[src/rtl/lm75_ctrl_pkg.sv]
// lm75_ctrl_pkg: shared FSM encoding, display digit constants and temperature helpers
package lm75_ctrl_pkg;
    localparam int TEMP_W = 9;
    localparam logic [3:0] SIGN_MINUS = 4'd10;
    localparam logic [3:0] SIGN_PLUS  = 4'd0;
    localparam logic [3:0] DEC_HALF   = 4'd5;
    localparam logic [3:0] DEC_ZERO   = 4'd0;

    typedef enum logic [2:0] {
        ST_IDLE,
        ST_START,
        ST_WAIT_DONE,
        ST_CONVERT,
        ST_UPDATE,
        ST_WAIT_TICK
    } state_e;

    typedef struct packed {
        logic [3:0] sign;
        logic [3:0] hun;
        logic [3:0] ten;
        logic [3:0] one;
        logic [3:0] dec;
    } disp_t;

    // -128.0 (9'h100) negates to itself, which reads correctly as unsigned 256
    function automatic logic [TEMP_W-1:0] temp_mag(input logic [TEMP_W-1:0] t);
        return t[TEMP_W-1] ? -t : t;
    endfunction
endpackage

[src/rtl/lm75_poll_ctrl_if.sv]
// lm75_poll_ctrl_if: start/done handshake between the poll controller and the I2C read engine
interface lm75_poll_ctrl_if;
    logic        i2c_start;
    logic        i2c_busy;
    logic        i2c_done;
    logic        i2c_ack_err;
    logic [15:0] i2c_data;

    modport master (output i2c_start, input i2c_busy, i2c_done, i2c_ack_err, i2c_data);
    modport slave  (input i2c_start, output i2c_busy, i2c_done, i2c_ack_err, i2c_data);
endinterface

[src/rtl/bin2bcd_seq.sv]
// bin2bcd_seq: 8-bit binary to 3 BCD digits by repeated subtraction, one step per cycle
module bin2bcd_seq (
    input  logic       sys_clk,
    input  logic       rst_n,
    input  logic       start_i,
    input  logic [7:0] bin_i,
    output logic       done_o,
    output logic [3:0] hun_o,
    output logic [3:0] ten_o,
    output logic [3:0] one_o
);
    logic [7:0] rem_q;
    logic [3:0] hun_q, ten_q;
    logic       busy_q, done_q;

    always_ff @(posedge sys_clk or posedge rst_n) begin
        if (rst_n) begin
            rem_q  <= '0;
            hun_q  <= '0;
            ten_q  <= '0;
            busy_q <= 1'b0;
            done_q <= 1'b0;
        end else begin
            done_q <= 1'b0;
            if (start_i) begin
                rem_q  <= bin_i;
                hun_q  <= '0;
                ten_q  <= '0;
                busy_q <= 1'b1;
            end else if (busy_q) begin
                if (rem_q >= 8'd100) begin
                    rem_q <= rem_q - 8'd100;
                    hun_q <= hun_q + 4'd1;
                end else if (rem_q >= 8'd10) begin
                    rem_q <= rem_q - 8'd10;
                    ten_q <= ten_q + 4'd1;
                end else begin
                    busy_q <= 1'b0;
                    done_q <= 1'b1;
                end
            end
        end
    end

    assign done_o = done_q;
    assign hun_o  = hun_q;
    assign ten_o  = ten_q;
    assign one_o  = rem_q[3:0];
endmodule

[src/rtl/lm75_poll_ctrl.sv]
// lm75_poll_ctrl: periodic LM75 read sequencer with retry/timeout and BCD display output; LM75_ALARM_EN adds the over-temperature alarm
module lm75_poll_ctrl
    import lm75_ctrl_pkg::*;
#(
    parameter int POLL_CYCLES    = 12_500_000,
    parameter int TIMEOUT_CYCLES = 1_000_000,
    parameter int MAX_RETRY      = 2
`ifdef LM75_ALARM_EN
    ,
    parameter logic signed [TEMP_W-1:0] T_OS   = 9'sd160,
    parameter logic signed [TEMP_W-1:0] T_HYST = 9'sd150
`endif
) (
    input  logic                    sys_clk,
    input  logic                    rst_n,
    input  logic                    enable,
    lm75_poll_ctrl_if.master        i2c,
    output logic [3:0]              sign,
    output logic [3:0]              hundreds,
    output logic [3:0]              tens,
    output logic [3:0]              ones,
    output logic [3:0]              decimal,
    output logic                    temp_valid,
    output logic                    upd,
    output logic                    err,
    output logic                    alarm
);
    localparam int PW = $clog2(POLL_CYCLES + 1);
    localparam int TW = $clog2(TIMEOUT_CYCLES + 1);
    localparam int RW = $clog2(MAX_RETRY + 2);

    state_e              state_q;
    logic [PW-1:0]       poll_q;
    logic [TW-1:0]       to_q;
    logic [RW-1:0]       retry_q;
    logic [TEMP_W-1:0]   temp_q;
    logic [TEMP_W-1:0]   mag_d;
    disp_t               disp_q;
    logic                start_q, bcd_go_q, upd_q, valid_q, err_q;
    logic                bcd_done;
    logic [3:0]          bcd_h, bcd_t, bcd_o;
    logic                unused_data;

    assign mag_d       = temp_mag(temp_q);
    assign unused_data = ^i2c.i2c_data[6:0];

    bin2bcd_seq u_bcd (
        .sys_clk (sys_clk),
        .rst_n   (rst_n),
        .start_i (bcd_go_q),
        .bin_i   (mag_d[TEMP_W-1:1]),
        .done_o  (bcd_done),
        .hun_o   (bcd_h),
        .ten_o   (bcd_t),
        .one_o   (bcd_o)
    );

`ifdef LM75_ALARM_EN
    logic alarm_q;
    always_ff @(posedge sys_clk or posedge rst_n) begin
        if (rst_n)
            alarm_q <= 1'b0;
        else if (state_q == ST_UPDATE)
            alarm_q <= ($signed(temp_q) >= T_OS) ? 1'b1 : ($signed(temp_q) < T_HYST) ? 1'b0 : alarm_q;
    end
    assign alarm = alarm_q;
`else
    assign alarm = 1'b0;
`endif

    always_ff @(posedge sys_clk or posedge rst_n) begin
        if (rst_n) begin
            state_q  <= ST_IDLE;
            poll_q   <= '0;
            to_q     <= '0;
            retry_q  <= '0;
            temp_q   <= '0;
            disp_q   <= '0;
            start_q  <= 1'b0;
            bcd_go_q <= 1'b0;
            upd_q    <= 1'b0;
            valid_q  <= 1'b0;
            err_q    <= 1'b0;
        end else begin
            start_q  <= 1'b0;
            bcd_go_q <= 1'b0;
            upd_q    <= 1'b0;
            poll_q   <= (poll_q >= PW'(POLL_CYCLES - 1)) ? poll_q : poll_q + 1'b1;
            case (state_q)
                ST_IDLE: if (enable) state_q <= ST_START;
                ST_START: begin
                    if (!i2c.i2c_busy) begin
                        // the issuing cycle counts as 0 so pulses land exactly POLL_CYCLES apart
                        start_q <= 1'b1;
                        poll_q  <= PW'(1);
                        to_q    <= '0;
                        state_q <= ST_WAIT_DONE;
                    end
                end
                ST_WAIT_DONE: begin
                    to_q <= to_q + 1'b1;
                    if (i2c.i2c_done && !i2c.i2c_ack_err) begin
                        temp_q   <= i2c.i2c_data[15:7];
                        bcd_go_q <= 1'b1;
                        state_q  <= ST_CONVERT;
                    end else if (i2c.i2c_done || to_q == TW'(TIMEOUT_CYCLES)) begin
                        if (retry_q < RW'(MAX_RETRY)) begin
                            retry_q <= retry_q + 1'b1;
                            state_q <= ST_START;
                        end else begin
                            err_q   <= 1'b1;
                            retry_q <= '0;
                            state_q <= ST_WAIT_TICK;
                        end
                    end
                end
                ST_CONVERT: if (bcd_done) state_q <= ST_UPDATE;
                ST_UPDATE: begin
                    disp_q  <= {temp_q[TEMP_W-1] ? SIGN_MINUS : SIGN_PLUS, bcd_h, bcd_t, bcd_o,
                                mag_d[0] ? DEC_HALF : DEC_ZERO};
                    upd_q   <= 1'b1;
                    valid_q <= 1'b1;
                    err_q   <= 1'b0;
                    retry_q <= '0;
                    state_q <= ST_WAIT_TICK;
                end
                ST_WAIT_TICK: begin
                    if (!enable)
                        state_q <= ST_IDLE;
                    else if (poll_q >= PW'(POLL_CYCLES - 1))
                        state_q <= ST_START;
                end
                default: state_q <= ST_IDLE;
            endcase
        end
    end

    assign i2c.i2c_start = start_q;
    assign {sign, hundreds, tens, ones, decimal} = disp_q;
    assign temp_valid = valid_q;
    assign upd        = upd_q;
    assign err        = err_q;
endmodule

[src/flat_wrapper.sv]
// flat-port wrapper written by rule: the top's interface ports become plain ports
module lm75_poll_ctrl_flat import lm75_ctrl_pkg::*;
#(
    parameter int POLL_CYCLES    = 12_500_000,
    parameter int TIMEOUT_CYCLES = 1_000_000,
    parameter int MAX_RETRY      = 2

)
  (sys_clk, rst_n, enable, sign, hundreds, tens, ones, decimal, temp_valid, upd, err, alarm, i2c_i2c_start, i2c_i2c_busy, i2c_i2c_done, i2c_i2c_ack_err, i2c_i2c_data);
  lm75_poll_ctrl_if i2c_i ();
  input  logic sys_clk;
  input  logic rst_n;
  input  logic enable;
  output logic [3:0] sign;
  output logic [3:0] hundreds;
  output logic [3:0] tens;
  output logic [3:0] ones;
  output logic [3:0] decimal;
  output logic temp_valid;
  output logic upd;
  output logic err;
  output logic alarm;
  output wire logic [$bits(i2c_i.i2c_start)-1:0] i2c_i2c_start;
  input wire logic [$bits(i2c_i.i2c_busy)-1:0] i2c_i2c_busy;
  input wire logic [$bits(i2c_i.i2c_done)-1:0] i2c_i2c_done;
  input wire logic [$bits(i2c_i.i2c_ack_err)-1:0] i2c_i2c_ack_err;
  input wire logic [$bits(i2c_i.i2c_data)-1:0] i2c_i2c_data;
  assign i2c_i2c_start = i2c_i.i2c_start;
  assign i2c_i.i2c_busy = i2c_i2c_busy;
  assign i2c_i.i2c_done = i2c_i2c_done;
  assign i2c_i.i2c_ack_err = i2c_i2c_ack_err;
  assign i2c_i.i2c_data = i2c_i2c_data;
  lm75_poll_ctrl #(.POLL_CYCLES(POLL_CYCLES), .TIMEOUT_CYCLES(TIMEOUT_CYCLES), .MAX_RETRY(MAX_RETRY)) u_core (.sys_clk(sys_clk), .rst_n(rst_n), .enable(enable), .i2c(i2c_i), .sign(sign), .hundreds(hundreds), .tens(tens), .ones(ones), .decimal(decimal), .temp_valid(temp_valid), .upd(upd), .err(err), .alarm(alarm));
endmodule
[config.mk]
export PLATFORM = sky130hd
export DESIGN_NAME = lm75_poll_ctrl_flat
export DESIGN_NICKNAME = d
export VERILOG_FILES = /design/src/rtl/lm75_ctrl_pkg.sv /design/src/rtl/lm75_poll_ctrl_if.sv /design/src/rtl/bin2bcd_seq.sv /design/src/rtl/lm75_poll_ctrl.sv /design/src/flat_wrapper.sv
export SDC_FILE = /design/constraint.sdc
export NUM_CORES = 1
export LEC_CHECK = 0
export ABC_AREA = 1
export BUFFER_PORTS_ARGS = -buffer_cell sky130_fd_sc_hd__buf_2
export CELL_PAD_IN_SITES_DETAIL_PLACEMENT = 0
export CELL_PAD_IN_SITES_GLOBAL_PLACEMENT = 1
export CORE_MARGIN = 2
export CORE_UTILIZATION = 25
export CTS_CLUSTER_DIAMETER = 200
export DETAILED_ROUTE_END_ITERATION = 16
export PLACE_DENSITY = 0.51
export SLEW_MARGIN = 10
export SYNTH_ARGS = -nofsm -noshare
export SYNTH_HDL_FRONTEND = slang
export SYNTH_SLANG_ARGS = --single-unit
export TNS_END_PERCENT = 1
[constraint.sdc]
create_clock -name sys_clk -period 3.8 [get_ports sys_clk]
set_input_delay 0.76 -clock sys_clk [delete_from_list [all_inputs] [get_ports sys_clk]]
set_output_delay 0.76 -clock sys_clk [all_outputs]
set_load 0.02 [all_outputs]
==> out/qor.txt, run 1 <==
Status: complete, no violations
Iter 0 DRT Violations: 231
Root buf cell: clkbuf_16
Placed Instances: 1086
Final Hold Fails: 0
Port Buffer Count: 34
Detail Route Antenna Nets: 0
Seq/Total Area, Yosys: 0.411
Mapped Avg Cell Area: 7.36 um^2
Initial Util: 0.255
Io pins: 47
Clk pwr share: 0.205
Static Leak: 2.99 nW
Die Height: 156 um
Sw Pwr: 0.00209 W
Num CTS Buffers: 9
HP Class: in2async
Max Slew Vio Count: 0
Cell count after synthesis: 786
Clk sinks: 95
Slew at the pin closest to its max-slew limit: 0.660 ns
Ant diodes: 0
Fillers: 2485
Commonest non-fill, non-tap cells in the layout: nand2_1 (206), dfrtp_1 (95), nor2_1 (90), inv_1 (87), o21ai_0 (60)
DR vias: 4921
Gpl congestion: 0.768
CP endpoint kind: flop
Clock slew at reported path FFs: 0.08 ns
Worst-skew pair later-pin latency: 0.35 ns
Nets: 845
Tmin final: 2.22 ns
Seq pwr share: 0.381
Max Cap Violations: 0
Post-DP HPWL: 11000 um
Hold_buf cts: 0
Total GRT Usage: 0.133
Most used cell, CP: nand2_1
Switch share: 0.450
Largest net degree at the start of global routing: 56
Achievable Freq: 450 MHz
DIE AREA: 24400 um^2
Final setup vio count: 0
Vias in the first global route: 5009
Crit-path max FO: 13
CP Cell Sequence: ha_1, nand2_1, inv_1, nand2_1, nand2_1, inv_1, nor2_2, nor2_2, buf_4, nand2_4, nand3b_1, nand2_1
Worst Skew: 0.0102 ns
Slowest cell on crit path: dfrtp_1
Ranking of synthesized cells by area: dfrtp_1 (41%), nand2_1 (13%), nor2_1 (5.8%)
RSZ-0062 raised after global routing: no
Cell Int Power: 0.00256 W
Grt total ovfl: 0
Routed length per instance: 13.7 um
Data required, critical path: 4.04 ns
First-pass iteration count of the detailed router: 4
Startpoint Class: flop
Core area: 22600 um^2
Most common cell after layout, fill and taps aside: nand2_1
Die W: 156 um
Vias per inst: 4.47
Routed WL: 15100 um
Cell Pwr Density: 719 nW/um^2
Post-route insts no fill: 1102
YS warnings: 0
Peak supply drop: 0.000214 V
Initial antenna violation count: 0
Worst EP arrival: 2.47 ns
Gate power share: 0.414
Critical path type: reg2reg
Rows: 55
Max-Slew Margin vs Limit: 0.559
#FFs+latches synth: 95
Share of the synthesized area in the top cell type: 0.411
CP top delay family: simple AND/OR/NAND/NOR gates
WHS: 0.470 ns
Cell Area, Synth: 5780 um^2
Setup bufs post-CTS: 0
Drc violations: 0
Period utilisation layout: 0.585
CP bufs+invs: 3
Global-route wire length before repair: 25600 um
Distinct cells, synth: 44
Layout cells sized above 1: 0.136
Setup TNS: 0 ns
Max clock buf depth: 2
Yosys top cell by area: dfrtp_1
H-tree levels: 3
Post-cts resize count: 0
Delay of the slowest cell on the worst path: 0.44 ns
Synthesis-to-finish area growth: 11.8%
CTS tree: done
cells in the mapped netlist, drive strengths merged:
cell type,instances
clkbuf,2
nand3b,3
a21boi,3
a2bb2oi,2
dfrtp,95
o31ai,2
o21bai,2
conb,1
xnor2,2
nor4,2
nor2,108
nand3,58
ha,11
nand4,15
o22ai,4
nor3,16
nand2,217
a21oi,28
clkinv,1
o211ai,1
o21ai,62
o21a,3
inv,97
buf,24
xor2,16
or2,7
a31oi,2
and3,1
a211oi,1
state kept, by name (all words and copies together) (netlist names):
signal,count
u_core.sign,1
u_core.poll_q,24
u_core.temp_valid,1
u_core.state_q,3
u_core.i2c.i2c_start,1
u_core.bcd_go_q,1
u_core.hundreds,4
u_core.u_bcd.rem_q,8
u_core.retry_q,2
u_core.ones,4
u_core.u_bcd.ten_o,4
u_core.u_bcd.hun_o,4
u_core.decimal,1
u_core.tens,4
u_core.upd,1
u_core.to_q,20
u_core.err,1
u_core.temp_q,9
u_core.u_bcd.done_o,1
u_core.u_bcd.busy_q,1
power by group through the flow:
stage          clock network, W  registers [W]  logic [W]
5_1_grt                 0.00104        0.00185    0.00226
3_3_place_gp                  0        0.00181    0.00197
2_1_floorplan                 0        0.00177    0.00151
3_5_place_dp                  0        0.00180    0.00197
6_report               0.000951        0.00177    0.00193
4_1_cts                0.000992        0.00178    0.00198
cell families (layout without fill, tap and decap cells):
| kind of cell | count (synthesis) | after routing | share of synthesized area |
|---|---|---|---|
| flip-flops | 95 | 95 | 0.411 |
| XOR/XNOR | 18 | 18 | 0.0273 |
| adder cells (fa/ha/maj) | 11 | 11 | 0.0238 |
| buffers and inverters | 124 | 151 | 0.0969 |
| other | 1 | 5 | 0.000648 |
| AND/OR/NAND/NOR | 427 | 427 | 0.333 |
| AO/OA/AOI/OAI | 110 | 110 | 0.108 |
area by class of cell:
type,count,area [um^2],area share
clock buffer,9,225,0.0348
tap,285,357,0.0551
inverter,98,370,0.0573
sequential,95,2380,0.368
multi-input combinational,571,2860,0.442
clock inverter,7,72.6,0.0112
timing repair buffer,37,205,0.0317
metal layers:
layer	track usage	vias to the layer above	wire [um]	share of wire
met5	0	-	0	0
met2	0.227	44	7240	0.48
met3	0.0261	14	396	0.026
li1	-	2556	-	-
met1	0.173	2307	7280	0.48
met4	0.0358	0	208	0.014
final timing paths:
path	start	end	slack (ns)	cells past startpoint
worst min-delay path	rst_n	u_core.i2c.i2c_start	0.47	2
max in group asynchronous	rst_n	u_core.to_q[9]	2.61	3
min in group sys_clk	u_core.err	u_core.err	0.48	2
worst min register to register	u_core.err	u_core.err	0.48	2
worst max register to register	u_core.poll_q[0]	u_core.state_q[0]	1.58	12
worst max-delay path	u_core.poll_q[0]	u_core.state_q[0]	1.58	12
per-stage QoR:
| stage | setup slack (ns) | area [um^2] | util | total power, W |
|---|---|---|---|---|
| finish | 1.58 | 6470 | 0.286 | 0.00465 |
| global route | 1.35 | 6470 | 0.286 | 0.00515 |
| CTS | 1.50 | 6470 | 0.286 | 0.00475 |
| detailed placement | 1.40 | 6170 | 0.273 | 0.00377 |
| global placement | 1.43 | 6170 | 0.273 | 0.00378 |
| floorplan | 0.563 | 5800 | - | 0.00328 |
Note: power is estimated with default switching activity, not from simulation.
==> run 2, diff against run 1 <==
- clock period: 3.8 -> 2.16 ns (I/O delays scaled with it)
==> run 2 against run 1 <==
Compared with the run above: critical path depth down 2; power rose by 79%; sequential share of layout area decreased by 0.51 points; routed wire length is 0.85% higher; core utilization increased by 0.40 points; largest power group unchanged; cell count grew 1.0%; non-clock buffer count rose by 11; count of clock-buffer cells in the layout up 3; combinational power increased by 85%; hold slack worse by 0.28 ns.
==> out/qor.txt, run 2 (synthesized netlist as in run 1, its figures left out) <==
CTS tree: done (unchanged)
Top Registers: u_core.poll_q (24), u_core.to_q (20), u_core.temp_q (9) (unchanged)
Max clock buf depth: 2 (unchanged)
Grt total ovfl: 0 (unchanged)
Most common cell after layout, fill and taps aside: nand2_1 (unchanged)
Num CTS Buffers: 9 (unchanged)
Commonest non-fill, non-tap cells in the layout: nand2_1 (206), dfrtp_1 (95), nor2_1 (90), inv_1 (87), o21ai_0 (60) (unchanged)
Max Slew Vio Count: 0 (unchanged)
Routed WL: 15300 um (was 15100 um)
Max-Slew Margin vs Limit: 0.620 (was 0.559)
Initial Util: 0.255 (unchanged)
Cell Area, Placed: 6270 um^2 (was 6170 um^2)
Data required, critical path: 2.44 ns (was 4.04 ns)
Slew at the pin closest to its max-slew limit: 0.570 ns (was 0.660 ns)
Max Cap Violations: 0 (unchanged)
Port Buffer Count: 34 (unchanged)
Startpoint Class: flop (unchanged)
Rows: 55 (unchanged)
Post-DP HPWL: 11000 um (about the same)
CP endpoint kind: flop (unchanged)
DIE AREA: 24400 um^2 (unchanged)
CP bufs+invs: 2 (was 3)
Drc violations: 0 (unchanged)
Worst reg2reg startpoint: u_core.u_bcd.rem_q[2] (was u_core.poll_q[0])
H-tree levels: 3 (unchanged)
Routed length per instance: 13.7 um (about the same)
Ant diodes: 0 (unchanged)
Total GRT Usage: 0.136 (was 0.133)
Vias per inst: 4.41 (was 4.47)
RSZ-0062 raised after global routing: no (unchanged)
CP top delay family: simple AND/OR/NAND/NOR gates (unchanged)
Status: complete, no violations (unchanged)
Global-route wire length before repair: 26200 um (was 25600 um)
Largest net degree at the start of global routing: 96 (was 56)
Worst Skew: 0.0142 ns (was 0.0102 ns)
Clock slew at reported path FFs: 0.07 ns (was 0.08 ns)
Peak supply drop: 0.000401 V (was 0.000214 V)
WHS: 0.186 ns (was 0.470 ns)
Layout cells sized above 1: 0.146 (was 0.136)
Slowest cell on crit path: dfrtp_1 (unchanged)
Clk sinks: 95 (unchanged)
CP Cell Sequence: inv_1, ha_1, nand2_1, nand2_1, nand3_2, nand2_1, inv_2, nor2_4, nand3_1, o21ai_0 (was ha_1, nand2_1, inv_1, nand2_1, nand2_1, inv_1, nor2_2, nor2_2, buf_4, nand2_4, nand3b_1, nand2_1)
Die W: 156 um (unchanged)
Core area: 22600 um^2 (unchanged)
Power consumption: 0.00833 W (was 0.00465 W)
Largest reg by FF count: u_core.poll_q (unchanged)
Critical path type: reg2reg (unchanged)
Static Leak: 3.04 nW (was 2.99 nW)
Crit-path max FO: 8 (was 13)
Achievable Freq: 534 MHz (was 450 MHz)
Gpl congestion: 0.753 (was 0.768)
Post-route cell area: 6560 um^2 (was 6470 um^2)
Nets: 856 (was 845)
Die Height: 156 um (unchanged)
Most used cell, CP: nand2_1 (unchanged)
Synthesis-to-finish area growth: 13.4% (was 11.8%)
CP startpoint: u_core.u_bcd.rem_q[2] (was u_core.poll_q[0])
Final Hold Fails: 0 (unchanged)
Worst-skew pair later-pin latency: 0.37 ns (was 0.35 ns)
Setup TNS: 0 ns (unchanged)
Cell Pwr Density: 1270 nW/um^2 (was 719 nW/um^2)
Root buf cell: clkbuf_16 (unchanged)
Worst EP arrival: 2.15 ns (was 2.47 ns)
Initial antenna violation count: 0 (unchanged)
Setup bufs post-CTS: 0 (unchanged)
Max reg flops: 24 (unchanged)
HP Class: in2async (unchanged)
DR vias: 4909 (was 4921)
Iter 0 DRT Violations: 230 (was 231)
Final setup vio count: 0 (unchanged)
Detail Route Antenna Nets: 0 (unchanged)
Io pins: 47 (unchanged)
Hold_buf cts: 0 (unchanged)
Post-cts resize count: 0 (unchanged)
First-pass iteration count of the detailed router: 4 (unchanged)
Tmin final: 1.87 ns (was 2.22 ns)
Period utilisation layout: 0.866 (was 0.585)
Delay of the slowest cell on the worst path: 0.43 ns (was 0.44 ns)
Vias in the first global route: 5122 (was 5009)
-- run 2: changes by cell type in the layout (fill, tap and decap cells not counted) --
cell        change
buf_4          +10
clkinv_2        -3
clkbuf_8        +2
buf_12          +1
bufinv_16       -1
clkbuf_1        +1
clkinvlp_4      +1
inv_4           -1
inv_6           +1
-- run 2: path summary, 6_finish.rpt --
check,to,slack (ns),cells after the start
worst max-delay path,u_core.u_bcd.ten_o[2],0.29,10
worst min-delay path,u_core.temp_q[3],0.19,3
worst max register to register,u_core.u_bcd.ten_o[2],0.29,10
worst min register to register,u_core.err,0.48,2
max in group asynchronous,u_core.poll_q[15],1.51,3
min in group sys_clk,u_core.temp_q[2],0.27,3
-- run 2: stage by stage --
stage	cells	util	setup slack, ns
after floorplan	790	-	0.557
after global placement	1097	0.277	0.291
after global routing	1113	0.290	0.0508
after CTS	1113	0.290	0.279
final	1113	0.290	0.288
after detailed placement	1097	0.277	0.306
-- run 2: layout make-up --
| class | instances | area (um^2) |
|---|---|---|
| sequential | 95 | 2380 |
| inverter | 98 | 372 |
| timing repair buffer | 48 | 300 |
| multi-input combinational | 571 | 2860 |
| clock inverter | 4 | 36.3 |
| clock buffer | 12 | 256 |
| tap | 285 | 357 |
| fill | 2521 | 16100 |
-- run 2: worst reg2reg max path, stage by stage (launching register included) --
cell and delay (ns):
dfrtp_1 0.43, inv_1 0.17, ha_1 0.22, nand2_1 0.09, nand2_1 0.12, nand3_2 0.15, nand2_1 0.18, inv_2 0.09
nor2_4 0.19, nand3_1 0.09, o21ai_0 0.08
-- run 2: metal layers --
layer,vias up,global-route usage,part of all wire
li1,2576,-,-
met1,2284,0.174,0.48
met2,40,0.236,0.49
met3,9,0.0269,0.020
met4,0,0.0315,0.0094
met5,-,0,0
-- run 2: power by group --
group,switching [W],internal [W],leakage [nW]
clock,0.000779,0.000861,0.141
sequential,0.000692,0.00242,1.24
combinational,0.00228,0.00130,1.66
==> run 3, diff against run 2 <==
- CTS_BUF_LIST: default -> sky130_fd_sc_hd__clkbuf_16
- SKIP_LAST_GASP: default -> 1
==> run 3 against run 2 <==
Compared with the run above: die area stayed put; sequential share of layout area is 0.11 points higher; largest cell class unchanged; core utilization is 0.088 points lower; count of clock-buffer cells in the layout is 3 lower; clock power is 5% lower.
==> out/qor.txt, run 3 (synthesized netlist as in run 1, its figures left out) <==
Critical path type: reg2reg (unchanged)
Peak supply drop: 0.000392 V (was 0.000401 V)
Max-Slew Margin vs Limit: 0.622 (was 0.620)
Die Height: 156 um (unchanged)
Post-route cell area: 6540 um^2 (was 6560 um^2)
Post-cts resize count: 0 (unchanged)
DIE AREA: 24400 um^2 (unchanged)
Root buf cell: clkbuf_16 (unchanged)
Drc violations: 0 (unchanged)
Worst Skew: 0.0134 ns (was 0.0142 ns)
Max clock buf depth: 2 (unchanged)
Vias per inst: 4.39 (was 4.41)
Slowest cell on crit path: dfrtp_1 (unchanged)
CP Cell Sequence: inv_1, ha_1, nand2_1, nand2_1, nand3_2, nand2_1, inv_2, nor2_4, nand3_1, o21ai_0 (unchanged)
Gpl congestion: 0.753 (unchanged)
CP bufs+invs: 2 (unchanged)
Period utilisation layout: 0.866 (about the same)
Port Buffer Count: 34 (unchanged)
Die W: 156 um (unchanged)
H-tree levels: 3 (unchanged)
Final Hold Fails: 0 (unchanged)
Clk sinks: 95 (unchanged)
Detail Route Antenna Nets: 0 (unchanged)
Cell Area, Placed: 6270 um^2 (unchanged)
Initial antenna violation count: 0 (unchanged)
Grt total ovfl: 0 (unchanged)
First-pass iteration count of the detailed router: 4 (unchanged)
Commonest non-fill, non-tap cells in the layout: nand2_1 (206), dfrtp_1 (95), nor2_1 (90), inv_1 (88), o21ai_0 (60) (was nand2_1 (206), dfrtp_1 (95), nor2_1 (90), inv_1 (87), o21ai_0 (60))
Most used cell, CP: nand2_1 (unchanged)
CTS tree: done (unchanged)
Nets: 856 (unchanged)
Setup TNS: 0 ns (unchanged)
Hold_buf cts: 0 (unchanged)
Max Slew Vio Count: 0 (unchanged)
DR vias: 4887 (was 4909)
Post-DP HPWL: 11000 um (unchanged)
Delay of the slowest cell on the worst path: 0.43 ns (about the same)
HP Class: in2async (unchanged)
Ant diodes: 0 (unchanged)
Setup bufs post-CTS: 0 (unchanged)
Global-route wire length before repair: 26200 um (about the same)
Final setup vio count: 0 (unchanged)
Routed WL: 15200 um (was 15300 um)
Top Registers: u_core.poll_q (24), u_core.to_q (20), u_core.temp_q (9) (unchanged)
Static Leak: 3.03 nW (was 3.04 nW)
Vias in the first global route: 5103 (was 5122)
Layout cells sized above 1: 0.144 (was 0.146)
Core area: 22600 um^2 (unchanged)
Worst EP arrival: 2.15 ns (about the same)
Routed length per instance: 13.7 um (about the same)
Max reg flops: 24 (unchanged)
Num CTS Buffers: 9 (unchanged)
Iter 0 DRT Violations: 223 (was 230)
Achievable Freq: 535 MHz (was 534 MHz)
Clock slew at reported path FFs: 0.07 ns (about the same)
Max Cap Violations: 0 (unchanged)
CP endpoint kind: flop (unchanged)
Crit-path max FO: 8 (unchanged)
CP top delay family: simple AND/OR/NAND/NOR gates (unchanged)
Tmin final: 1.87 ns (about the same)
Data required, critical path: 2.44 ns (about the same)
Cell Pwr Density: 1260 nW/um^2 (was 1270 nW/um^2)
Startpoint Class: flop (unchanged)
RSZ-0062 raised after global routing: no (unchanged)
Most common cell after layout, fill and taps aside: nand2_1 (unchanged)
Rows: 55 (unchanged)
Io pins: 47 (unchanged)
Status: complete, no violations (unchanged)
Synthesis-to-finish area growth: 13.1% (was 13.4%)
Power consumption: 0.00824 W (was 0.00833 W)
Largest net degree at the start of global routing: 96 (unchanged)
Largest reg by FF count: u_core.poll_q (unchanged)
Worst-skew pair later-pin latency: 0.36 ns (was 0.37 ns)
Initial Util: 0.255 (unchanged)
Total GRT Usage: 0.135 (was 0.136)
Slew at the pin closest to its max-slew limit: 0.566 ns (was 0.570 ns)
run 3: final timing paths:
check | from | endpoint | slack [ns] | cells past startpoint
max | u_core.u_bcd.rem_q[2] | u_core.u_bcd.ten_o[2] | 0.29 | 10
min | rst_n | u_core.temp_q[3] | 0.20 | 3
max reg2reg | u_core.u_bcd.rem_q[2] | u_core.u_bcd.ten_o[2] | 0.29 | 10
min reg2reg | u_core.err | u_core.err | 0.48 | 2
max in group asynchronous | rst_n | u_core.poll_q[23] | 1.51 | 3
min in group sys_clk | i2c_i2c_data[9] | u_core.temp_q[2] | 0.28 | 3
run 3: cell type report:
| type | count | area, um^2 |
|---|---|---|
| Sequential cell | 95 | 2380 |
| Inverter | 98 | 372 |
| Tap cell | 285 | 357 |
| Clock buffer | 9 | 225 |
| Multi-Input combinational cell | 571 | 2860 |
| Timing Repair Buffer | 48 | 300 |
| Fill cell | 2518 | 16100 |
| Clock inverter | 7 | 47.5 |
run 3: tightest hold or removal path: stages:
cell and delay, ns:
buf_2 0.11, clkinvlp_4 0.07, buf_12 0.38
run 3: through the flow:
stage | setup WS, ns | instances | hold slack (ns) | util
5_1_grt | 0.0504 | 1113 | 0.280 | 0.289
2_1_floorplan | 0.557 | 790 | 0.463 | -
3_3_place_gp | 0.291 | 1097 | 0.458 | 0.277
3_5_place_dp | 0.306 | 1097 | 0.461 | 0.277
6_report | 0.290 | 1113 | 0.196 | 0.289
4_1_cts | 0.280 | 1113 | 0.257 | 0.289
run 3: layer usage:
| metal | GRT usage | part of all wire | wire length [um] | vias up |
|---|---|---|---|---|
| met5 | 0 | 0 | 0 | - |
| met3 | 0.0253 | 0.019 | 294 | 8 |
| met4 | 0.0301 | 0.0096 | 146 | 0 |
| li1 | - | - | - | 2576 |
| met1 | 0.174 | 0.48 | 7370 | 2267 |
| met2 | 0.235 | 0.49 | 7410 | 36 |
run 3: power breakdown:
group,leakage [nW],internal [W],switching (W)
sequential,1.24,0.00242,0.000692
clock,0.134,0.000786,0.000771
combinational,1.66,0.00130,0.00227
